**src/rtl/adc_capture_ctrl.sv**
```systemverilog
// Write-side capture controller: armed bursts, decimation and full-drop accounting
// in front of the ADC sample FIFO. Optional ramp source: ADC_CAPTURE_TEST_PATTERN_EN.
module adc_capture_ctrl #(
    parameter int PRECISION   = 10,
    parameter int LEN_WIDTH   = 16,
    parameter int DECIM_WIDTH = 8
) (
    input  logic                   clk,
    input  logic                   rst,
    input  logic [PRECISION-1:0]   adc_code_in,
    input  logic                   arm,
    input  logic                   abort,
    input  logic [LEN_WIDTH-1:0]   capture_len,
    input  logic [DECIM_WIDTH-1:0] decim,
`ifdef ADC_CAPTURE_TEST_PATTERN_EN
    input  logic                   test_pattern_sel,
`endif
    input  logic                   fifo_full,
    output logic [PRECISION-1:0]   fifo_din,
    output logic                   fifo_wr_en,
    output logic                   busy,
    output logic                   done,
    output logic [LEN_WIDTH-1:0]   sample_cnt,
    output logic [15:0]            overflow_cnt
);

    typedef enum logic [1:0] {
        ST_IDLE    = 2'd0,
        ST_CAPTURE = 2'd1,
        ST_DONE    = 2'd2
    } state_t;

    state_t                 r_state;
    state_t                 w_state_nxt;
    logic [LEN_WIDTH-1:0]   r_len_l;
    logic [DECIM_WIDTH-1:0] r_decim_l;
    logic [DECIM_WIDTH-1:0] r_dcnt;
    logic [PRECISION-1:0]   r_d1;
    logic [PRECISION-1:0]   w_d1_src;
    logic [LEN_WIDTH-1:0]   w_cnt_inc;
    logic                   w_arm_acc;
    logic                   w_slot;
    logic                   w_wr;
    logic                   w_drop;
    logic                   w_last;

    assign w_cnt_inc = sample_cnt + LEN_WIDTH'(1);

    // Next-state and per-cycle write/drop decisions; abort always wins.
    always_comb begin
        w_state_nxt = r_state;
        w_arm_acc   = 1'b0;
        w_slot      = 1'b0;
        w_wr        = 1'b0;
        w_drop      = 1'b0;
        w_last      = 1'b0;
        case (r_state)
            ST_CAPTURE: begin
                if (abort) begin
                    w_state_nxt = ST_IDLE;
                end else begin
                    w_slot = (r_dcnt == DECIM_WIDTH'(0));
                    if (w_slot && fifo_full) begin
                        w_drop = 1'b1;
                    end else if (w_slot) begin
                        w_wr = 1'b1;
                        if ((r_len_l != LEN_WIDTH'(0)) && (w_cnt_inc == r_len_l)) begin
                            w_last      = 1'b1;
                            w_state_nxt = ST_DONE;
                        end else begin
                            w_last = 1'b0;
                        end
                    end else begin
                        w_drop = 1'b0;
                    end
                end
            end
            ST_IDLE, ST_DONE: begin
                if (arm && !abort) begin
                    w_arm_acc   = 1'b1;
                    w_state_nxt = ST_CAPTURE;
                end else begin
                    w_state_nxt = r_state;
                end
            end
            default: begin
                w_state_nxt = ST_IDLE;
            end
        endcase
    end

`ifdef ADC_CAPTURE_TEST_PATTERN_EN
    logic [PRECISION-1:0] r_ramp;
    logic [PRECISION-1:0] w_ramp_nxt;

    // Ramp advances once per slot so a dropped slot leaves a gap in the written data.
    always_comb begin
        w_ramp_nxt = r_ramp;
        if (w_arm_acc) begin
            w_ramp_nxt = PRECISION'(0);
        end else if (w_slot) begin
            w_ramp_nxt = r_ramp + PRECISION'(1);
        end else begin
            w_ramp_nxt = r_ramp;
        end
        if (test_pattern_sel) begin
            w_d1_src = w_ramp_nxt;
        end else begin
            w_d1_src = adc_code_in;
        end
    end

    // Ramp register.
    always_ff @(posedge clk) begin
        if (rst) begin
            r_ramp <= PRECISION'(0);
        end else begin
            r_ramp <= w_ramp_nxt;
        end
    end
`else
    assign w_d1_src = adc_code_in;
`endif

    // Input register runs through reset so the data pipe is always primed.
    always_ff @(posedge clk) begin
        r_d1 <= w_d1_src;
    end

    // State register.
    always_ff @(posedge clk) begin
        if (rst) begin
            r_state <= ST_IDLE;
        end else begin
            r_state <= w_state_nxt;
        end
    end

    // Latched configuration, counters and registered outputs.
    always_ff @(posedge clk) begin
        if (rst) begin
            r_len_l      <= LEN_WIDTH'(0);
            r_decim_l    <= DECIM_WIDTH'(0);
            r_dcnt       <= DECIM_WIDTH'(0);
            fifo_din     <= PRECISION'(0);
            fifo_wr_en   <= 1'b0;
            busy         <= 1'b0;
            done         <= 1'b0;
            sample_cnt   <= LEN_WIDTH'(0);
            overflow_cnt <= 16'd0;
        end else begin
            fifo_din   <= r_d1;
            fifo_wr_en <= w_wr;
            busy       <= (w_state_nxt == ST_CAPTURE);
            if (w_arm_acc) begin
                r_len_l      <= capture_len;
                r_decim_l    <= decim;
                r_dcnt       <= DECIM_WIDTH'(0);
                done         <= 1'b0;
                sample_cnt   <= LEN_WIDTH'(0);
                overflow_cnt <= 16'd0;
            end else begin
                if (w_wr) begin
                    sample_cnt <= w_cnt_inc;
                end
                if (w_drop && (overflow_cnt != 16'hFFFF)) begin
                    overflow_cnt <= overflow_cnt + 16'd1;
                end
                if (w_last) begin
                    done <= 1'b1;
                end
                // The decimation phase keeps running through dropped slots.
                if ((r_state == ST_CAPTURE) && !abort) begin
                    if (r_dcnt == r_decim_l) begin
                        r_dcnt <= DECIM_WIDTH'(0);
                    end else begin
                        r_dcnt <= r_dcnt + DECIM_WIDTH'(1);
                    end
                end
            end
        end
    end

endmodule

```
**config.mk**
```make
export PLATFORM = sky130hd
export DESIGN_NAME = adc_capture_ctrl
export DESIGN_NICKNAME = d
export VERILOG_FILES = /design/src/rtl/adc_capture_ctrl.sv
export SDC_FILE = /design/constraint.sdc
export NUM_CORES = 1
export LEC_CHECK = 0
export ABC_CLOCK_PERIOD_IN_PS = 2800
export CELL_PAD_IN_SITES_DETAIL_PLACEMENT = 1
export CELL_PAD_IN_SITES_GLOBAL_PLACEMENT = 2
export CORE_ASPECT_RATIO = 1.4
export CORE_UTILIZATION = 30
export CTS_CLUSTER_SIZE = 10
export DETAILED_ROUTE_END_ITERATION = 12
export HOLD_SLACK_MARGIN = 0.08
export PLACE_DENSITY = 0.9
export SYNTH_ARGS = -nofsm -noshare
export SYNTH_HDL_FRONTEND = slang
export SYNTH_SLANG_ARGS = --single-unit
```
**constraint.sdc**
```tcl
create_clock -name clk -period 2.8 [get_ports clk]
set_input_delay 0.84 -clock clk [delete_from_list [all_inputs] [get_ports clk]]
set_output_delay 0.84 -clock clk [all_outputs]
set_load 0.01 [all_outputs]
```
# Yosys cells after proc, flatten, opt, wreduce, memory -nomap -nowiden
# Cells that the tools add are included.
# totals
regBits,89
in_bits,39
out_inout_bits,45
wordCells,52
# op_classes
addsub,3
n_eq_ne,6
mux,21
reduce_logical,11
# op_table
op,n
"adder 16 x 1 -> 16 bit, second input constant",2
== test 16 bit,1
"!= test 16 bit, second input constant",1
nonzero test 16 bit,1
2-to-1 mux 1 bit,14
2-to-1 mux 2 bit,5
"adder 8 x 1 -> 8 bit, second input constant",1
== test 8 bit,1
zero test 8 bit,1
2-to-1 mux 8 bit,1
logical AND 1 bit,5
"== test 2 x 1 -> 1 bit, second input constant",2
one-hot mux 2 bit (2 select lines),1
OR reduction 2 bit,2
"== test 2 bit, second input constant",1
zero test 2 bit,1
zero test 1 bit,1

# Longest topological paths before layout
# Gate-level depths: netlist of run 1.
# depth
word_depth,9
mapped_depth,9
mapped_depth_nobuf,8

# Worst setup path before layout of run 1
# OpenSTA, ideal clock, no wires.
# synth_path
kind,input to register
start,in abort
end,reg overflow_cnt[7]
setup_time_ps,128
arrival_time_ps,2059
required_time_ps,2672
slack_ps,613
cell_stages,7
n_path_buf,1
cell_sequence,nor3b_2 -> buf_2 -> nand4_1 -> a211oi_2 -> nand4_1 -> xor2_1 -> nor2_1
# synth_via
elab_chain_len,5
elab_cells_between_ends,8
classes_between,mux: 4; reduce/logical: 4
# synth_rtl
item,line,source
"start, declared",12,"input logic abort,"
zero test 1 bit,79,if (arm && !abort) begin
logical AND 1 bit,79,
2-to-1 mux 1 bit,79,
2-to-1 mux 1 bit,57,case (r_state)
OR reduction 2 bit (no source line),n/a,
"end signal, assigned",167,overflow_cnt <= overflow_cnt + 16'd1;
"end, declared",24,output logic [15:0] overflow_cnt
# Several ways; a longest one is shown, not always the timed one.
# A chain may end at the register's enable or synchronous reset.

# Final worst setup path of run 1
# layout_path
start,in abort
end,reg r_dcnt[7]
# layout_via
elab_chain_len,5
elab_cells_between_ends,6
classes_between,mux: 2; reduce/logical: 4
# layout_rtl
item,line,source
zero test 1 bit *,"79, 173",
logical AND 1 bit,79,
2-to-1 mux 1 bit,79,
2-to-1 mux 1 bit,57,
OR reduction 2 bit (no source line),n/a,
"end signal, assigned",177,r_dcnt <= r_dcnt + DECIM_WIDTH'(1);
"end, declared",37,logic [DECIM_WIDTH-1:0] r_dcnt;
# Every way passes the cells marked *; elsewhere a longest branch is shown, timed or not.

==> results.toml, run 1 <==
[clock_tree]
clk_latency_ns = 0.33
cts_root_buffer = "clkbuf_16"
cts_tree = "done"
clockBufferDepth = 2
htree_levels = 3
clk_pin_slew_ns = 0.06
cts_sinks = 89
cts_buffers = 9
cts_resized = 0
postCtsHoldBufs = 0
post_cts_buffers = 0

[synth]
yosys-mux-area-fraction_pct = 0.520
synth.distinct_cells = 46
synth_top_family_by_area = "simple AND/OR/NAND/NOR gates"
syn_area_per_cell_um2 = 8.81
yosys.area_share.simple_pct = 26.1
yosysWarnings = 0
synth-xor-area-share_pct = 13.9
ys_ff_latch = 89
netlist_instances = 437
synth_fa_ha_area_share_pct = 1.30
syn_nets = 480
syn-cell-area_um2 = 3850
synth-compound-area-share_pct = 8.97
seq_area_frac_synth_pct = 46.3

[floorplan]
die_area_um2 = 13300
fp.coreArea_um2 = 12400
start_util_pct = 31.0
dieHeight_um = 136
rows = 48
boundaryPins = 84
die_w_um = 97.8

[cells_and_area]
fin_cells = 676
synthToLayoutAreaGrowth_pct = 34.8
fin_nets = 564
drive_gt1_share_pct = 8.37
diodes = 0
final_util_pct = 41.7
fillers = 1448

[worst_setup_path]
slowest_delay_ns = 0.46
cp_max_fo = 5
r2r_cells = 7
critPathArrivalTime_ns = 2.65
r2r-end = "busy"
critPathKind = "input pin to register"
critPathLaunchType = "input pin"
reg2reg_from = "sample_cnt[0]"
worstPathRequired_ns = 3.03
r2r_setup_slack_ns = 0.46
crit_slowest_cell = "clkdlybuf4s50_1"
cp-end-kind = "register"
crit_chain = "clkdlybuf4s50_1 > nor3b_2 > buf_4 > and3_1 > nand4_1 > or2_2 > xor2_1 > nor2_1"

[worst_hold_path]
min_from = "r_d1[1]"
hp-class = "register to register"
hold_end = "fifo_din[1]"
whs_path_depth = 1

[timing]
fin_crit_sh_pct = 86.4
tns_ns = 0
setup_viol = 0
drv_slew = 0
setup_ws_ns = 0.379
finClkSkew_ns = 0.00567
tightest_slew_ns = 0.449
rsz0062_at_grt = "no"
slew_headroom_pct = 69.7
hold_viol = 0
fin_crit_ns = 2.42
fmax_mhz = 413

[detailed_routing]
wl_um = 9950
vias_per_cell = 4.91
dr.pass1.iters = 8
dr.first_iter.drc_count = 113
drcViolationCount = 5
drtAntennaViolNets = 0
wl_per_cell_um = 14.7
via_count = 3319

[place]
post-dp-hpwl_um = 7660
pre_cts_slack_ns = 0.113
gp_congestion = 0.786
io_buffers = 83
dpl.cell_count = 660

[run_status]
violations = "DRC"
status = "finished with violations"

[power_and_ir_drop]
power_density_nw_per_um2 = 547
p_leak_nw = 1.89
seqPwrFrac_pct = 46.6
combPwrFrac_pct = 7.4
p_switching_uw = 630
pwr-share-clk_pct = 46.0
ir_worst_vdd_v = 0.000485
internal_power_mw = 2.21
swShare_pct = 22.2

[grt]
grt_pass1_vias = 3479
grt_max_degree = 35
grt-ovfl-total = 0
antenna_found_initial = 0
gr-usage-all-layers_pct = 15.7
grt_pass1_wl_um = 16600

[run]
cap_violations = 0
## layer usage
metal,global-route usage (%),vias to the layer above,share of wire (%)
met5,0,-,0
met2,29.4,69,53
li1,-,1655,-
met3,4.01,13,3.9
met4,5.72,0,1.6
met1,16.9,1582,42
## power by group through the flow
stage | Clock [mW] | Sequential [mW] | Combinational [mW]
floorplan | 0 | 1.35 | 0.103
global placement | 0 | 1.35 | 0.208
detailed placement | 0 | 1.35 | 0.213
CTS | 1.34 | 1.32 | 0.213
global route | 1.40 | 1.33 | 0.232
finish | 1.30 | 1.32 | 0.210
## logic make-up after synthesis
logic type | count (synthesis)
muxes | 2
adders and majority gates | 4
buffers and inverters | 28
DFF | 89
and+or+nand+nor | 196
AOI/OAI and AO/OA | 57
xor gates and xnor gates | 61
## how the worst max path moves through the flow
stage,from,end,cells after the start
floorplan,abort,overflow_cnt[7],7
finish,abort,r_dcnt[7],8
global route,sample_cnt[0],busy,7
CTS,abort,r_dcnt[7],8
global placement,abort,sample_cnt[11],9
detailed placement,abort,r_dcnt[7],8
## synth_stat cells, drive strengths merged
cell type / n / area share [%]
and4: 5 / 1.2
o2111ai: 1 / 0.23
nor3b: 2 / 0.52
ha: 4 / 1.3
inv: 7 / 0.68
nand4b: 1 / 0.23
o211ai: 3 / 0.58
a211o: 1 / 0.26
clkbuf: 14 / 1.4
nand2: 65 / 6.5
a2111oi: 1 / 0.39
nand4: 19 / 3.1
nor4b: 1 / 0.62
a21oi: 35 / 4.5
mux2i: 2 / 0.52
and3: 8 / 1.4
o311ai: 1 / 0.23
or3: 6 / 1.0
or3b: 1 / 0.23
o21ai: 9 / 1.2
and2: 1 / 0.16
o41ai: 1 / 0.23
dfxtp: 89 / 46
and4bb: 1 / 0.32
and3b: 1 / 0.23
nand2b: 2 / 0.32
nor2b: 10 / 1.6
nor4: 8 / 1.5
nand3: 7 / 0.91
nor2: 45 / 4.4
or2: 3 / 0.49
a31o: 1 / 0.23
o41a: 2 / 0.58
nor3: 10 / 1.4
a211oi: 2 / 0.52
xnor2: 28 / 6.4
buf: 7 / 0.91
xor2: 33 / 7.5
## state kept, by name (all words and copies together) (netlist names)
register and flops:
r_d1 10, r_dcnt 8, busy 1, sample_cnt 16
r_decim_l 8, r_len_l 16, r_state 2, done 1
overflow_cnt 16, fifo_din 10, fifo_wr_en 1
## worst max-delay path: cells and delay by family
kind | cells | cell delay [ns]
simple gates | 5 | 1.01
buf+inv | 2 | 0.62
xor+xnor | 1 | 0.18
## through the flow
step / power (mW) / hold slack [ns] / cell area (µm²)
2_1_floorplan: 1.45 / 0.414 / 3850
3_3_place_gp: 1.56 / 0.421 / 4860
3_5_place_dp: 1.56 / 0.430 / 4860
4_1_cts: 2.87 / 0.441 / 5190
5_1_grt: 2.96 / 0.459 / 5190
6_report: 2.84 / 0.438 / 5190
## final cells by class
class	count	area, µm²	area share [%]
tap	150	188	3.62
timing repair buffer	94	913	17.6
inverter	7	26.3	0.506
clock buffer	9	225	4.34
clock inverter	7	100	1.93
multi-input combinational	320	1960	37.7
sequential	89	1780	34.3
## layout by cell type, fill, tap and decap left out, types with 10 or more instances in the layout
cell type,netlist,final
clkdlybuf4s50_1,0,83
nand2_1,64,64
xor2_1,33,33
nor2_1,45,45
nor2b_1,10,10
xnor2_1,28,28
dfxtp_1,89,89
buf_4,0,11
a21oi_1,35,35
nand4_1,19,19
No activity file was read; power rests on OpenSTA's default activity.
==> run 2: changes to the inputs <==
MAX_ROUTING_LAYER = met4   (was not set)
SLEW_MARGIN = 20   (was not set)
==> results.toml, run 2 (synthesis gave the netlist of run 1 again) <==
[detailed_routing]
drtAntennaViolNets = 0
via_count = 3318
vias_per_cell = 4.91
dr.pass1.iters = 8
drcViolationCount = 5
wl_um = 9960
dr.first_iter.drc_count = 109
wl_per_cell_um = 14.7

[clock_tree]
cts_resized = 0
clockBufferDepth = 2
postCtsHoldBufs = 0
clk_pin_slew_ns = 0.07
cts_buffers = 9
clk_latency_ns = 0.34
cts_sinks = 89
cts_root_buffer = "clkbuf_16"
post_cts_buffers = 0
htree_levels = 3
cts_tree = "done"

[worst_hold_path]
hold_end = "fifo_din[1]"
hp-class = "register to register"
min_from = "r_d1[1]"
whs_path_depth = 1

[grt]
grt-ovfl-total = 0
busiest_layer = "met2"
grt_max_degree = 35
grt_use_met1_pct = 17.5
grt_pass1_vias = 3473
grt_use_met3_pct = 3.34
antenna_found_initial = 0
grt_pass1_wl_um = 16600
groute.layer.met2.usage_pct = 29.2
gr-usage-all-layers_pct = 16.2

[cells_and_area]
drive_gt1_share_pct = 8.37
synthToLayoutAreaGrowth_pct = 34.8
fin_nets = 564
layout_common_cells = "dfxtp_1, clkdlybuf4s50_1, nand2_1"
diodes = 0
final_util_pct = 41.7
layout_commonest_cell = "dfxtp_1"
fin_cells = 676
top_regs = "overflow_cnt (16), r_len_l (16), sample_cnt (16)"

[run]
cap_violations = 0

[timing]
drv_slew = 0
finClkSkew_ns = 0.00601
hold_viol = 0
slew_headroom_pct = 68.7
tns_ns = 0
rsz0062_at_grt = "no"
fin_crit_ns = 2.42
tightest_slew_ns = 0.463
setup_viol = 0
fin_crit_sh_pct = 86.4
fmax_mhz = 413

[worst_setup_path]
cp-end-kind = "register"
reg2reg_from = "sample_cnt[0]"
critPathLaunchType = "input pin"
critPathArrivalTime_ns = 2.65
r2r_setup_slack_ns = 0.46
critPathKind = "input pin to register"
worstPathRequired_ns = 3.03
r2r-end = "busy"
r2r_cells = 7
cp_max_fo = 5

[run_status]
violations = "DRC"
status = "finished with violations"

[power_and_ir_drop]
power_density_nw_per_um2 = 547
p_leak_nw = 1.89
ir_worst_vdd_v = 0.000486

[floorplan]
die_w_um = 97.8
dieHeight_um = 136
fp.coreArea_um2 = 12400
start_util_pct = 31.0
die_area_um2 = 13300
boundaryPins = 84
rows = 48

[place]
io_buffers = 83
post-dp-hpwl_um = 7660
gp_congestion = 0.796
dpl.cell_count = 660
[run 2: layout make-up]
| type | instances | area, µm² |
|---|---|---|
| Clock buffer | 9 | 225 |
| Inverter | 7 | 26.3 |
| Sequential cell | 89 | 1780 |
| Tap cell | 150 | 188 |
| Multi-Input combinational cell | 320 | 1960 |
| Timing Repair Buffer | 94 | 913 |
| Fill cell | 1448 | 7240 |
| Clock inverter | 7 | 100 |
[run 2: how the worst max path moves through the flow]
stage / from / to / cells past startpoint
6_report: abort / r_dcnt[7] / 8
5_1_grt: sample_cnt[0] / busy / 7
4_1_cts: abort / r_dcnt[7] / 8
3_5_place_dp: abort / r_dcnt[7] / 8
3_3_place_gp: abort / sample_cnt[11] / 9
2_1_floorplan: abort / overflow_cnt[7] / 7
[run 2: metal layers]
metal	vias up	wire length, µm
li1	1655	-
met1	1579	4260
met2	69	5240
met3	15	305
met4	0	159
met5	-	0
[run 2: per-stage QoR]
stage / hold WS, ns / total power [mW] / worst slack (ns) / cell area (µm²)
detailed placement: 0.430 / 1.56 / 0.113 / 4860
global route: 0.459 / 2.96 / 0.200 / 5190
floorplan: 0.414 / 1.45 / 0.613 / 3850
global placement: 0.421 / 1.56 / 0.144 / 4860
finish: 0.438 / 2.84 / 0.380 / 5190
CTS: 0.441 / 2.87 / 0.397 / 5190
[run 2: worst max-delay path: stages]
cell	delay, ns
clkdlybuf4s50_1	0.46
nor3b_2	0.20
buf_4	0.16
and3_1	0.22
nand4_1	0.17
or2_2	0.36
xor2_1	0.18
nor2_1	0.06
[run 2: report_power, final]
part / switching, mW / internal, mW / total, mW / leakage [nW]
Sequential: 0.0225 / 1.30 / 1.32 / 0.726
Clock: 0.515 / 0.791 / 1.31 / 0.161
Combinational: 0.0942 / 0.116 / 0.210 / 1.00
Total: 0.631 / 2.21 / 2.84 / 1.89
